## src/rtl/regfile_wb_arbiter_if.sv

```systemverilog
// ---------------------------------------------------------------------------
// regfile_wb_arbiter_if
//
// Bundles every non-clock signal of the register-file write-back arbiter.
// The clock and reset are separate scalar ports on the arbiter itself.
//
// Signal groups:
//   req0_*          load unit write-back (valid/ready, addr, data)
//   req1_*          ALU write-back (valid/ready, addr, data)
//   issue_*         decode destination reservation (valid/ready, addr)
//   chk_rs*_addr    decode source registers to hazard-check
//   hazard_rs*      pending-write flags for those sources
//   rf_write_*      register file write port
//   idle            nothing pending and nothing in flight
//
// Modports:
//   slave   the arbiter side (drives ready, hazard, rf_write and idle)
//   master  the pipeline side (drives requests, issues and checks)
// ---------------------------------------------------------------------------
interface regfile_wb_arbiter_if #(
   parameter int DATA_WIDTH     = 32,
   parameter int REG_ADDR_WIDTH = 5
);

   logic                      req0_valid;
   logic                      req0_ready;
   logic [REG_ADDR_WIDTH-1:0] req0_addr;
   logic [DATA_WIDTH-1:0]     req0_data;

   logic                      req1_valid;
   logic                      req1_ready;
   logic [REG_ADDR_WIDTH-1:0] req1_addr;
   logic [DATA_WIDTH-1:0]     req1_data;

   logic                      issue_valid;
   logic [REG_ADDR_WIDTH-1:0] issue_addr;
   logic                      issue_ready;

   logic [REG_ADDR_WIDTH-1:0] chk_rs1_addr;
   logic [REG_ADDR_WIDTH-1:0] chk_rs2_addr;
   logic                      hazard_rs1;
   logic                      hazard_rs2;

   logic                      rf_write_enable;
   logic [REG_ADDR_WIDTH-1:0] rf_write_addr;
   logic [DATA_WIDTH-1:0]     rf_write_data;

   logic                      idle;

   modport slave (
      input  req0_valid, req0_addr, req0_data,
      input  req1_valid, req1_addr, req1_data,
      input  issue_valid, issue_addr,
      input  chk_rs1_addr, chk_rs2_addr,
      output req0_ready, req1_ready, issue_ready,
      output hazard_rs1, hazard_rs2,
      output rf_write_enable, rf_write_addr, rf_write_data,
      output idle
   );

   modport master (
      output req0_valid, req0_addr, req0_data,
      output req1_valid, req1_addr, req1_data,
      output issue_valid, issue_addr,
      output chk_rs1_addr, chk_rs2_addr,
      input  req0_ready, req1_ready, issue_ready,
      input  hazard_rs1, hazard_rs2,
      input  rf_write_enable, rf_write_addr, rf_write_data,
      input  idle
   );

endinterface

```

## src/rtl/regfile_wb_arbiter.sv

```systemverilog
// ---------------------------------------------------------------------------
// regfile_wb_arbiter
//
// Shares the single register-file write port between the load unit (req0,
// high priority) and the ALU (req1). req1 is guaranteed service after
// MAX_WAIT consecutive lost cycles. The winning write-back is registered
// and presented to the register file one cycle later.
//
// A pending-write scoreboard (one bit per x1..x31) is set when decode
// issues a writer and cleared on the edge the register file is written,
// so decode can stall on RAW (hazard_rs*) and WAW (issue_ready) hazards.
//
// Ports:
//   clk   rising-edge clock
//   rst   asynchronous, active-low reset
//   bus   regfile_wb_arbiter_if.slave (requests, issue, checks, RF port)
// ---------------------------------------------------------------------------
module regfile_wb_arbiter #(
   parameter int DATA_WIDTH     = 32,
   parameter int REG_ADDR_WIDTH = 5,
   parameter int MAX_WAIT       = 4    // legal range 1..7
) (
   input  logic                 clk,
   input  logic                 rst,
   regfile_wb_arbiter_if.slave  bus
);

   localparam int         NUM_REGS   = 2 ** REG_ADDR_WIDTH;
   localparam logic [2:0] MAX_WAIT_C = 3'(MAX_WAIT);

   // ------------------------------------------------------------------
   // State
   // ------------------------------------------------------------------
   logic                      rf_we_q,    rf_we_d;
   logic [REG_ADDR_WIDTH-1:0] rf_addr_q,  rf_addr_d;
   logic [DATA_WIDTH-1:0]     rf_data_q,  rf_data_d;
   logic [NUM_REGS-1:1]       pending_q,  pending_d;
   logic [2:0]                wait_cnt_q, wait_cnt_d;

   // Full-width view with x0 tied to zero so every index is in range.
   logic [NUM_REGS-1:0]       pending_vec;
   assign pending_vec = {pending_q, 1'b0};

   // ------------------------------------------------------------------
   // Arbitration (combinational within the cycle)
   // ------------------------------------------------------------------
   logic                      force_req1;
   logic                      grant0;
   logic                      grant1;
   logic                      wb_handshake;
   logic [REG_ADDR_WIDTH-1:0] win_addr;
   logic [DATA_WIDTH-1:0]     win_data;
   logic                      issue_handshake;

   // req1 overrides the fixed priority only once it has lost MAX_WAIT
   // cycles in a row.
   assign force_req1   = (wait_cnt_q == MAX_WAIT_C) && bus.req1_valid;
   assign grant0       = bus.req0_valid && !force_req1;
   assign grant1       = bus.req1_valid && !grant0;
   assign wb_handshake = grant0 || grant1;

   assign win_addr = grant0 ? bus.req0_addr : bus.req1_addr;
   assign win_data = grant0 ? bus.req0_data : bus.req1_data;

   assign bus.req0_ready = grant0;
   assign bus.req1_ready = grant1;

   // ------------------------------------------------------------------
   // Hazard outputs (combinational from registered scoreboard only; a
   // clear on the coming edge is deliberately not forwarded, so hazards
   // drop exactly when the register file holds the new value)
   // ------------------------------------------------------------------
   assign bus.issue_ready = (bus.issue_addr == '0) || !pending_vec[bus.issue_addr];
   assign bus.hazard_rs1  = (bus.chk_rs1_addr != '0) && pending_vec[bus.chk_rs1_addr];
   assign bus.hazard_rs2  = (bus.chk_rs2_addr != '0) && pending_vec[bus.chk_rs2_addr];

   assign issue_handshake = bus.issue_valid && bus.issue_ready;

   assign bus.rf_write_enable = rf_we_q;
   assign bus.rf_write_addr   = rf_addr_q;
   assign bus.rf_write_data   = rf_data_q;
   assign bus.idle            = (pending_q == '0) && !rf_we_q;

   // ------------------------------------------------------------------
   // Write path next state
   // ------------------------------------------------------------------
   // NOTE: every always_comb output gets a default first; a path that
   // leaves one unassigned would infer a latch.
   always_comb begin
      rf_we_d   = 1'b0;
      rf_addr_d = rf_addr_q;
      rf_data_d = rf_data_q;
      // A write-back to x0 completes its handshake but never reaches the RF.
      if (wb_handshake && (win_addr != '0)) begin
         rf_we_d   = 1'b1;
         rf_addr_d = win_addr;
         rf_data_d = win_data;
      end
   end

   // ------------------------------------------------------------------
   // Anti-starvation counter next state
   // ------------------------------------------------------------------
   always_comb begin
      wait_cnt_d = '0;
      if (bus.req1_valid && !grant1) begin
         wait_cnt_d = (wait_cnt_q == MAX_WAIT_C) ? wait_cnt_q : wait_cnt_q + 3'd1;
      end
   end

   // ------------------------------------------------------------------
   // Scoreboard next state
   // ------------------------------------------------------------------
   logic [NUM_REGS-1:0] pending_full_d;

   always_comb begin
      pending_full_d = pending_vec;
      // Clear on the edge the RF is written.
      if (rf_we_q) begin
         pending_full_d[rf_addr_q] = 1'b0;
      end
      // Set is applied last so a same-edge set of the same bit wins.
      if (issue_handshake && (bus.issue_addr != '0)) begin
         pending_full_d[bus.issue_addr] = 1'b1;
      end
      pending_full_d[0] = 1'b0;
      pending_d = pending_full_d[NUM_REGS-1:1];
   end

   // ------------------------------------------------------------------
   // State registers
   // ------------------------------------------------------------------
   // NOTE: sequential state uses non-blocking assignments so every flop
   // samples pre-edge values regardless of statement order.
   // NOTE: the scoreboard is reset like any other flop; a stale pending
   // bit after reset would stall decode forever.
   always_ff @(posedge clk or negedge rst) begin
      if (!rst) begin
         rf_we_q    <= 1'b0;
         rf_addr_q  <= '0;
         rf_data_q  <= '0;
         pending_q  <= '0;
         wait_cnt_q <= '0;
      end else begin
         rf_we_q    <= rf_we_d;
         rf_addr_q  <= rf_addr_d;
         rf_data_q  <= rf_data_d;
         pending_q  <= pending_d;
         wait_cnt_q <= wait_cnt_d;
      end
   end

endmodule
```

## src/flat_wrapper.sv

```systemverilog
// flat-port wrapper written by rule: the top's interface ports become plain ports
module regfile_wb_arbiter_flat 
#(
   parameter int DATA_WIDTH     = 32,
   parameter int REG_ADDR_WIDTH = 5,
   parameter int MAX_WAIT       = 4                       
)
  (clk, rst, bus_req0_valid, bus_req0_addr, bus_req0_data, bus_req1_valid, bus_req1_addr, bus_req1_data, bus_issue_valid, bus_issue_addr, bus_chk_rs1_addr, bus_chk_rs2_addr, bus_req0_ready, bus_req1_ready, bus_issue_ready, bus_hazard_rs1, bus_hazard_rs2, bus_rf_write_enable, bus_rf_write_addr, bus_rf_write_data, bus_idle);
  regfile_wb_arbiter_if #(.DATA_WIDTH(DATA_WIDTH), .REG_ADDR_WIDTH(REG_ADDR_WIDTH)) bus_i ();
  input  logic clk;
  input  logic rst;
  input wire logic [$bits(bus_i.req0_valid)-1:0] bus_req0_valid;
  input wire logic [$bits(bus_i.req0_addr)-1:0] bus_req0_addr;
  input wire logic [$bits(bus_i.req0_data)-1:0] bus_req0_data;
  input wire logic [$bits(bus_i.req1_valid)-1:0] bus_req1_valid;
  input wire logic [$bits(bus_i.req1_addr)-1:0] bus_req1_addr;
  input wire logic [$bits(bus_i.req1_data)-1:0] bus_req1_data;
  input wire logic [$bits(bus_i.issue_valid)-1:0] bus_issue_valid;
  input wire logic [$bits(bus_i.issue_addr)-1:0] bus_issue_addr;
  input wire logic [$bits(bus_i.chk_rs1_addr)-1:0] bus_chk_rs1_addr;
  input wire logic [$bits(bus_i.chk_rs2_addr)-1:0] bus_chk_rs2_addr;
  output wire logic [$bits(bus_i.req0_ready)-1:0] bus_req0_ready;
  output wire logic [$bits(bus_i.req1_ready)-1:0] bus_req1_ready;
  output wire logic [$bits(bus_i.issue_ready)-1:0] bus_issue_ready;
  output wire logic [$bits(bus_i.hazard_rs1)-1:0] bus_hazard_rs1;
  output wire logic [$bits(bus_i.hazard_rs2)-1:0] bus_hazard_rs2;
  output wire logic [$bits(bus_i.rf_write_enable)-1:0] bus_rf_write_enable;
  output wire logic [$bits(bus_i.rf_write_addr)-1:0] bus_rf_write_addr;
  output wire logic [$bits(bus_i.rf_write_data)-1:0] bus_rf_write_data;
  output wire logic [$bits(bus_i.idle)-1:0] bus_idle;
  assign bus_i.req0_valid = bus_req0_valid;
  assign bus_i.req0_addr = bus_req0_addr;
  assign bus_i.req0_data = bus_req0_data;
  assign bus_i.req1_valid = bus_req1_valid;
  assign bus_i.req1_addr = bus_req1_addr;
  assign bus_i.req1_data = bus_req1_data;
  assign bus_i.issue_valid = bus_issue_valid;
  assign bus_i.issue_addr = bus_issue_addr;
  assign bus_i.chk_rs1_addr = bus_chk_rs1_addr;
  assign bus_i.chk_rs2_addr = bus_chk_rs2_addr;
  assign bus_req0_ready = bus_i.req0_ready;
  assign bus_req1_ready = bus_i.req1_ready;
  assign bus_issue_ready = bus_i.issue_ready;
  assign bus_hazard_rs1 = bus_i.hazard_rs1;
  assign bus_hazard_rs2 = bus_i.hazard_rs2;
  assign bus_rf_write_enable = bus_i.rf_write_enable;
  assign bus_rf_write_addr = bus_i.rf_write_addr;
  assign bus_rf_write_data = bus_i.rf_write_data;
  assign bus_idle = bus_i.idle;
  regfile_wb_arbiter #(.DATA_WIDTH(DATA_WIDTH), .REG_ADDR_WIDTH(REG_ADDR_WIDTH), .MAX_WAIT(MAX_WAIT)) u_core (.clk(clk), .rst(rst), .bus(bus_i));
endmodule
```

## config.mk

```make
export PLATFORM = sky130hd
export DESIGN_NAME = regfile_wb_arbiter_flat
export DESIGN_NICKNAME = d
export VERILOG_FILES = /design/src/rtl/regfile_wb_arbiter_if.sv /design/src/rtl/regfile_wb_arbiter.sv /design/src/flat_wrapper.sv
export SDC_FILE = /design/constraint.sdc
export NUM_CORES = 1
export LEC_CHECK = 0
export ABC_AREA = 0
export CORE_ASPECT_RATIO = 0.6
export CORE_UTILIZATION = 43
export CTS_BUF_LIST = sky130_fd_sc_hd__clkbuf_16
export DETAILED_ROUTE_END_ITERATION = 6
export PLACE_DENSITY = 0.78
export SLEW_MARGIN = 25
export SYNTH_ARGS = -nofsm -noshare
export SYNTH_HDL_FRONTEND = slang
export SYNTH_SLANG_ARGS = --single-unit
```

## constraint.sdc

```tcl
create_clock -name clk -period 2.5 [get_ports clk]
set_clock_uncertainty 0.2 [all_clocks]
set_input_delay 0.25 -clock clk [delete_from_list [all_inputs] [get_ports clk]]
set_output_delay 0.25 -clock clk [all_outputs]
set_load 0.01 [all_outputs]
```

## After elaboration in Yosys (flattened, before gate mapping)

Index checks and enable logic that the tools add are counted.

- Bits in registers: 72
- Input bits: 94
- Output and inout port bits: 44
- Word-level logic and storage cells: 59

- Add/sub/neg operators: 1
- Magnitude comparators: 6
- Eq/ne operators: 2
- Mux-type cells: 17
- Bitwise logic cells: 3
- Reduce and logical (&&, ||, !) cells: 25

Operators by type and width:

| operator | count |
|---|---|
| $mux 32 | 3 |
| $and 32x32->32 | 1 |
| $not 32->32 | 1 |
| $or 32x32->32 | 1 |
| $logic_not 31->1 | 1 |
| $lt 5x6->1 const B | 4 |
| $reduce_bool 5->1 | 4 |
| $bmux 1 s5 | 3 |
| $logic_and 1x1->1 | 12 |
| $demux 1 s5 | 2 |
| $ge 5x1->1 const B | 2 |
| $mux 1 | 6 |
| $mux 3 | 2 |
| $logic_not 1->1 | 5 |
| $logic_not 5->1 | 1 |
| $mux 5 | 1 |
| $add 3x1->3 const B | 1 |
| $eq 3x3->1 const B | 1 |
| $logic_or 1x1->1 | 2 |
| $ne 2x2->1 const B | 1 |

## Depth between registers and ports, before layout

- Word-level depth: 9
- Mapped depth: 8
- Mapped depth without buffers: 7

## Worst setup path after synthesis

No wires, ideal clock.

- Path type: register to register
- From: reg u_core.wait_cnt_q[0]
- To: reg u_core.rf_addr_q[1], in the netlist u_core.bus.rf_write_addr[1]
- Setup time: 0.125 ns
- Data arrival time: 1.980 ns
- Data required time: 2.175 ns
- Setup slack: 0.194 ns
- Stages on the path, launching flop included: 9
- Path buffers: 2
- Period minus slack after synthesis: 2.306 ns
- Path through: dfrtp_1 -> inv_1 -> ha_1 -> nand3_2 -> nand2_1 -> buf_2 -> clkbuf_1 -> mux2_2 -> mux2_4

- Word-level cells in the longest chain between the ends: 8
- Elaborated cells between the ends (all ways): 10
- Classes of those cells: eq/ne: 1; mux: 1; reduce/logical: 8

Ends and longest elaborated chain:

| item | line | RTL |
|---|---|---|
| from (decl) | regfile_wb_arbiter.sv:38 | `logic [2:0] wait_cnt_q, wait_cnt_d;` |
| from (signal assigned) | regfile_wb_arbiter.sv:149 | `wait_cnt_q <= wait_cnt_d;` |
| $eq 3x3->1 * | regfile_wb_arbiter.sv:57 | `assign force_req1 = (wait_cnt_q == MAX_WAIT_C) && bus.req1_valid;` |
| $logic_and 1x1->1 * | regfile_wb_arbiter.sv:57 |  |
| $logic_not 1->1 * | regfile_wb_arbiter.sv:58 | `assign grant0 = bus.req0_valid && !force_req1;` |
| $logic_and 1x1->1 * | regfile_wb_arbiter.sv:58 |  |
| parallel branches: the longest is 4 deep, another holds $mux 5 | -- |  |
| to (signal assigned) | regfile_wb_arbiter.sv:146 | `rf_addr_q <= rf_addr_d;` |
| to (decl) | regfile_wb_arbiter.sv:35 | `logic [REG_ADDR_WIDTH-1:0] rf_addr_q, rf_addr_d;` |

Every way passes the cells marked *.
A chain may end at the register's enable or synchronous reset.

## Final worst setup path

- From: reg u_core.pending_q[15] (netlist bit)
- To: out bus_hazard_rs2

- Word-level cells in the longest chain between the ends: 3

Ends and longest elaborated chain:

| item | line | RTL |
|---|---|---|
| from (decl) | regfile_wb_arbiter.sv:37 | `logic [NUM_REGS-1:1] pending_q, pending_d;` |
| from (signal assigned) | regfile_wb_arbiter.sv:148 | `pending_q <= pending_d;` |
| $bmux 1 s5 | regfile_wb_arbiter.sv:75 | `assign bus.hazard_rs2 = (bus.chk_rs2_addr != '0) && pending_vec[bus.chk_rs2_addr];` |
| $mux 1 (not written as such) | regfile_wb_arbiter.sv:75 |  |
| $logic_and 1x1->1 | regfile_wb_arbiter.sv:75 |  |
| to (decl) | flat_wrapper.sv:26 | `output wire logic [$bits(bus_i.hazard_rs2)-1:0] bus_hazard_rs2;` |

No other way between the ends. The select of a mux whose other input is x is not followed.

==> impl_metrics.tcl <==
set metrics [dict create \
    status "complete, but fails checks" \
    failed_checks "setup timing" \
    io_buffer_count 137 \
    hpwl_mm 10.3 \
    ir_drop_mv 0.470 \
    setup_slack_ps -54.0 \
    htree_levels 3 \
    postSynthCellCount 356 \
    place_ws_ps -574 \
    synthFlopType "dfrtp_1" \
    layout_common_cells "clkdlybuf4s50_1, o21ai_0, dfrtp_1" \
    drv_cap 0 \
    finalCriticalPeriod_ps 2550 \
    clkSinkCount 72 \
    yosys.cell_types.count 47 \
    place_congestion 1.01 \
    max_stage_delay_ps 510 \
    synth_edf_count 0 \
    async_reset_ff_frac 1.00 \
    max_freq_mhz 392 \
    cp-end-kind "output pin" \
    critPathBufInv 1 \
    grt_first_pass_wirelength_mm 21.9 \
    crit_path_max_fanout 3 \
    syn_area_mm2 0.00436 \
    fin_crit_sh 1.02 \
    drive_gt1_frac 0.333 \
    finalNonFillerCells 676 \
    fin_util 0.663 \
    worst_setup_path_start_kind "flip-flop" \
    path_cells "mux4_2 -> nand4b_1 -> nand2_1 -> or4_1 -> buf_2" \
    post-place-cells 652 \
    synth_area_per_cell_um2 12.3 \
    cp_top_family "simple AND/OR/NAND/NOR gates" \
    grt_use_total 0.276 \
    powerDensity_mw_per_mm2 783 \
    finalHoldViolCount 0 \
    nets 632 \
    worstSetupPathType "flip-flop to output pin" \
    overflow 0 \
    whs_ps 215 \
    final_common_cell "clkdlybuf4s50_1" \
    syn_nets 452 \
    antenna_cells 0 \
    std_cell_rows 28 \
    clockBufferDepth 2 \
    required_ps 2050 \
    setup_viol 2 \
    fillerInstances 737 \
    synth_seq_area_share 0.413 \
    cts_made_buffers 9 \
    clk_pin_slew_worst_paths_ps 60 \
    wl_per_cell_um 20.3 \
    leakage_nw 2.68 \
    fin_area_mm2 0.00653 \
    placed_cell_area_mm2 0.00617 \
    vias 3940 \
    fp.dieH_um 80.0 \
    dr.pass1.iters 5 \
    setup.worst_path.start "u_core.pending_q[15]" \
    drt_wl_total_mm 13.7 \
    yosysWarnings 0 \
    cts_tree "yes" \
    die_area_mm2 0.0106 \
    drt_iter0_markers 278 \
    hold_class "primary input to async pin" \
    root_buffer "clkbuf_16" \
    tightestPinTransition_ps 784 \
    rsz0062_at_grt "true" \
    ioPinCount 138 \
    grt_pass1_vias 4023 \
    clkLatencyLatePin_ps 340 \
    timing.rr.start "u_core.wait_cnt_q[0]" \
    routed_via_density 5.83 \
    grt_max_degree 52 \
    grt_antenna_before_repair 0 \
    start_util 0.443 \
    relSlewSlack 0.472 \
    coreArea_mm2 0.00984 \
    synth-seq-cells 72 \
    drc 0 \
    slew_violations 0 \
    drtAntennaViolNets 0 \
    syn_to_final_growth_pct 49.6 \
    die_w_um 132 \
    arrival_ps 2100 \
    slowest_stage "or4_1" \
]
-- Yosys cell counts (2+ instances only) --
master / instances / area share
ha_1: 2 / 0.0057
a221oi_1: 3 / 0.0060
nand4_1: 3 / 0.0043
mux2i_1: 9 / 0.021
nand2_1: 9 / 0.0077
a21oi_1: 4 / 0.0046
mux2_4: 28 / 0.096
nand3b_1: 10 / 0.017
or3_1: 3 / 0.0043
nand4b_1: 2 / 0.0040
o31ai_1: 2 / 0.0034
clkbuf_1: 8 / 0.0069
nor3b_1: 2 / 0.0034
buf_1: 3 / 0.0026
mux2_2: 48 / 0.12
o21ai_0: 64 / 0.073
nor2_1: 7 / 0.0060
nor3_1: 2 / 0.0023
or4b_1: 2 / 0.0046
nand3_1: 6 / 0.0069
or3b_2: 2 / 0.0040
inv_1: 6 / 0.0052
buf_6: 3 / 0.0077
mux4_2: 19 / 0.098
dfrtp_1: 72 / 0.41
nor2b_1: 3 / 0.0043
nor4_1: 9 / 0.013
a22oi_1: 3 / 0.0052
buf_2: 4 / 0.0046
-- registers in the layout, summed over array words and instances, names as in the netlist --
signal	count
u_core.wait_cnt_q	3
u_core.bus.rf_write_addr	5
u_core.bus.rf_write_data	32
u_core.bus.rf_write_enable	1
u_core.pending_q	31
-- area by class of cell --
cell class / count / area [um2] / area share
repair buffers: 187 / 1800 / 0.275
well taps: 135 / 169 / 0.0259
inverters: 7 / 26.3 / 0.00403
clock inverters: 7 / 40.0 / 0.00613
flip-flops and latches: 72 / 1810 / 0.278
multi-input cells: 259 / 2460 / 0.377
clock buffers: 9 / 225 / 0.0345
-- kinds of logic after synthesis --
family / share of synthesized area
mux: 0.339
compound gates: 0.116
flops: 0.413
simple gates: 0.0961
buf+inv: 0.0278
fa+ha+maj: 0.00573
xor+xnor: 0.00201
-- worst register-to-register path, stage by stage, from the launching register on --
cell and delay (ps):
dfrtp_1 400, inv_1 70, ha_1 160, nand3_2 140, nand2_2 140, inv_2 80
a311oi_4 320, buf_4 310, mux2_4 330
-- per-stage QoR --
step / total power (W) / setup TNS (ps)
4_1_cts: 0.00501 / -118
6_report: 0.00511 / -77.2
2_1_floorplan: 0.00271 / 0
3_3_place_gp: 0.00370 / -1840
3_5_place_dp: 0.00376 / -2220
5_1_grt: 0.00532 / -211
-- per-layer routing --
metal,GRT usage,share of wire,vias to the layer above,routed length [um]
met1,0.351,0.42,1905,5710
li1,-,-,1750,-
met2,0.428,0.44,239,6020
met3,0.102,0.12,46,1600
met5,0,0,-,0
met4,0.110,0.027,0,371
-- power by group --
| part | internal, W | leakage [nW] | switching [W] |
|---|---|---|---|
| Combinational | 0.00117 | 1.71 | 0.000791 |
| Sequential | 0.00151 | 0.844 | 0.000491 |
| Clock | 0.000659 | 0.128 | 0.000483 |
| Total | 0.00334 | 2.68 | 0.00176 |
-- timing repair --
action | CTS | global route
hold endpoints to repair | 21 | 0
gates resized for setup | 28 | 9
buffers inserted | 6 | 1
pin swaps | 2 | 2
endpoints found under the setup margin | 5 | 3
hold buffers | 1 | 0
-- final timing paths --
| path | to | slack, ps | depth (start not counted) |
|---|---|---|---|
| max in group asynchronous | u_core.pending_q[16] | 1210 | 3 |
| min | u_core.bus.rf_write_data[23] | 220 | 2 |
| max reg2reg | u_core.bus.rf_write_data[11] | 240 | 8 |
| min in group clk | u_core.wait_cnt_q[0] | 280 | 1 |
| max | bus_hazard_rs2 | -50 | 5 |
| min reg2reg | u_core.wait_cnt_q[0] | 280 | 1 |
No activity file was read; power rests on OpenSTA's default activity.
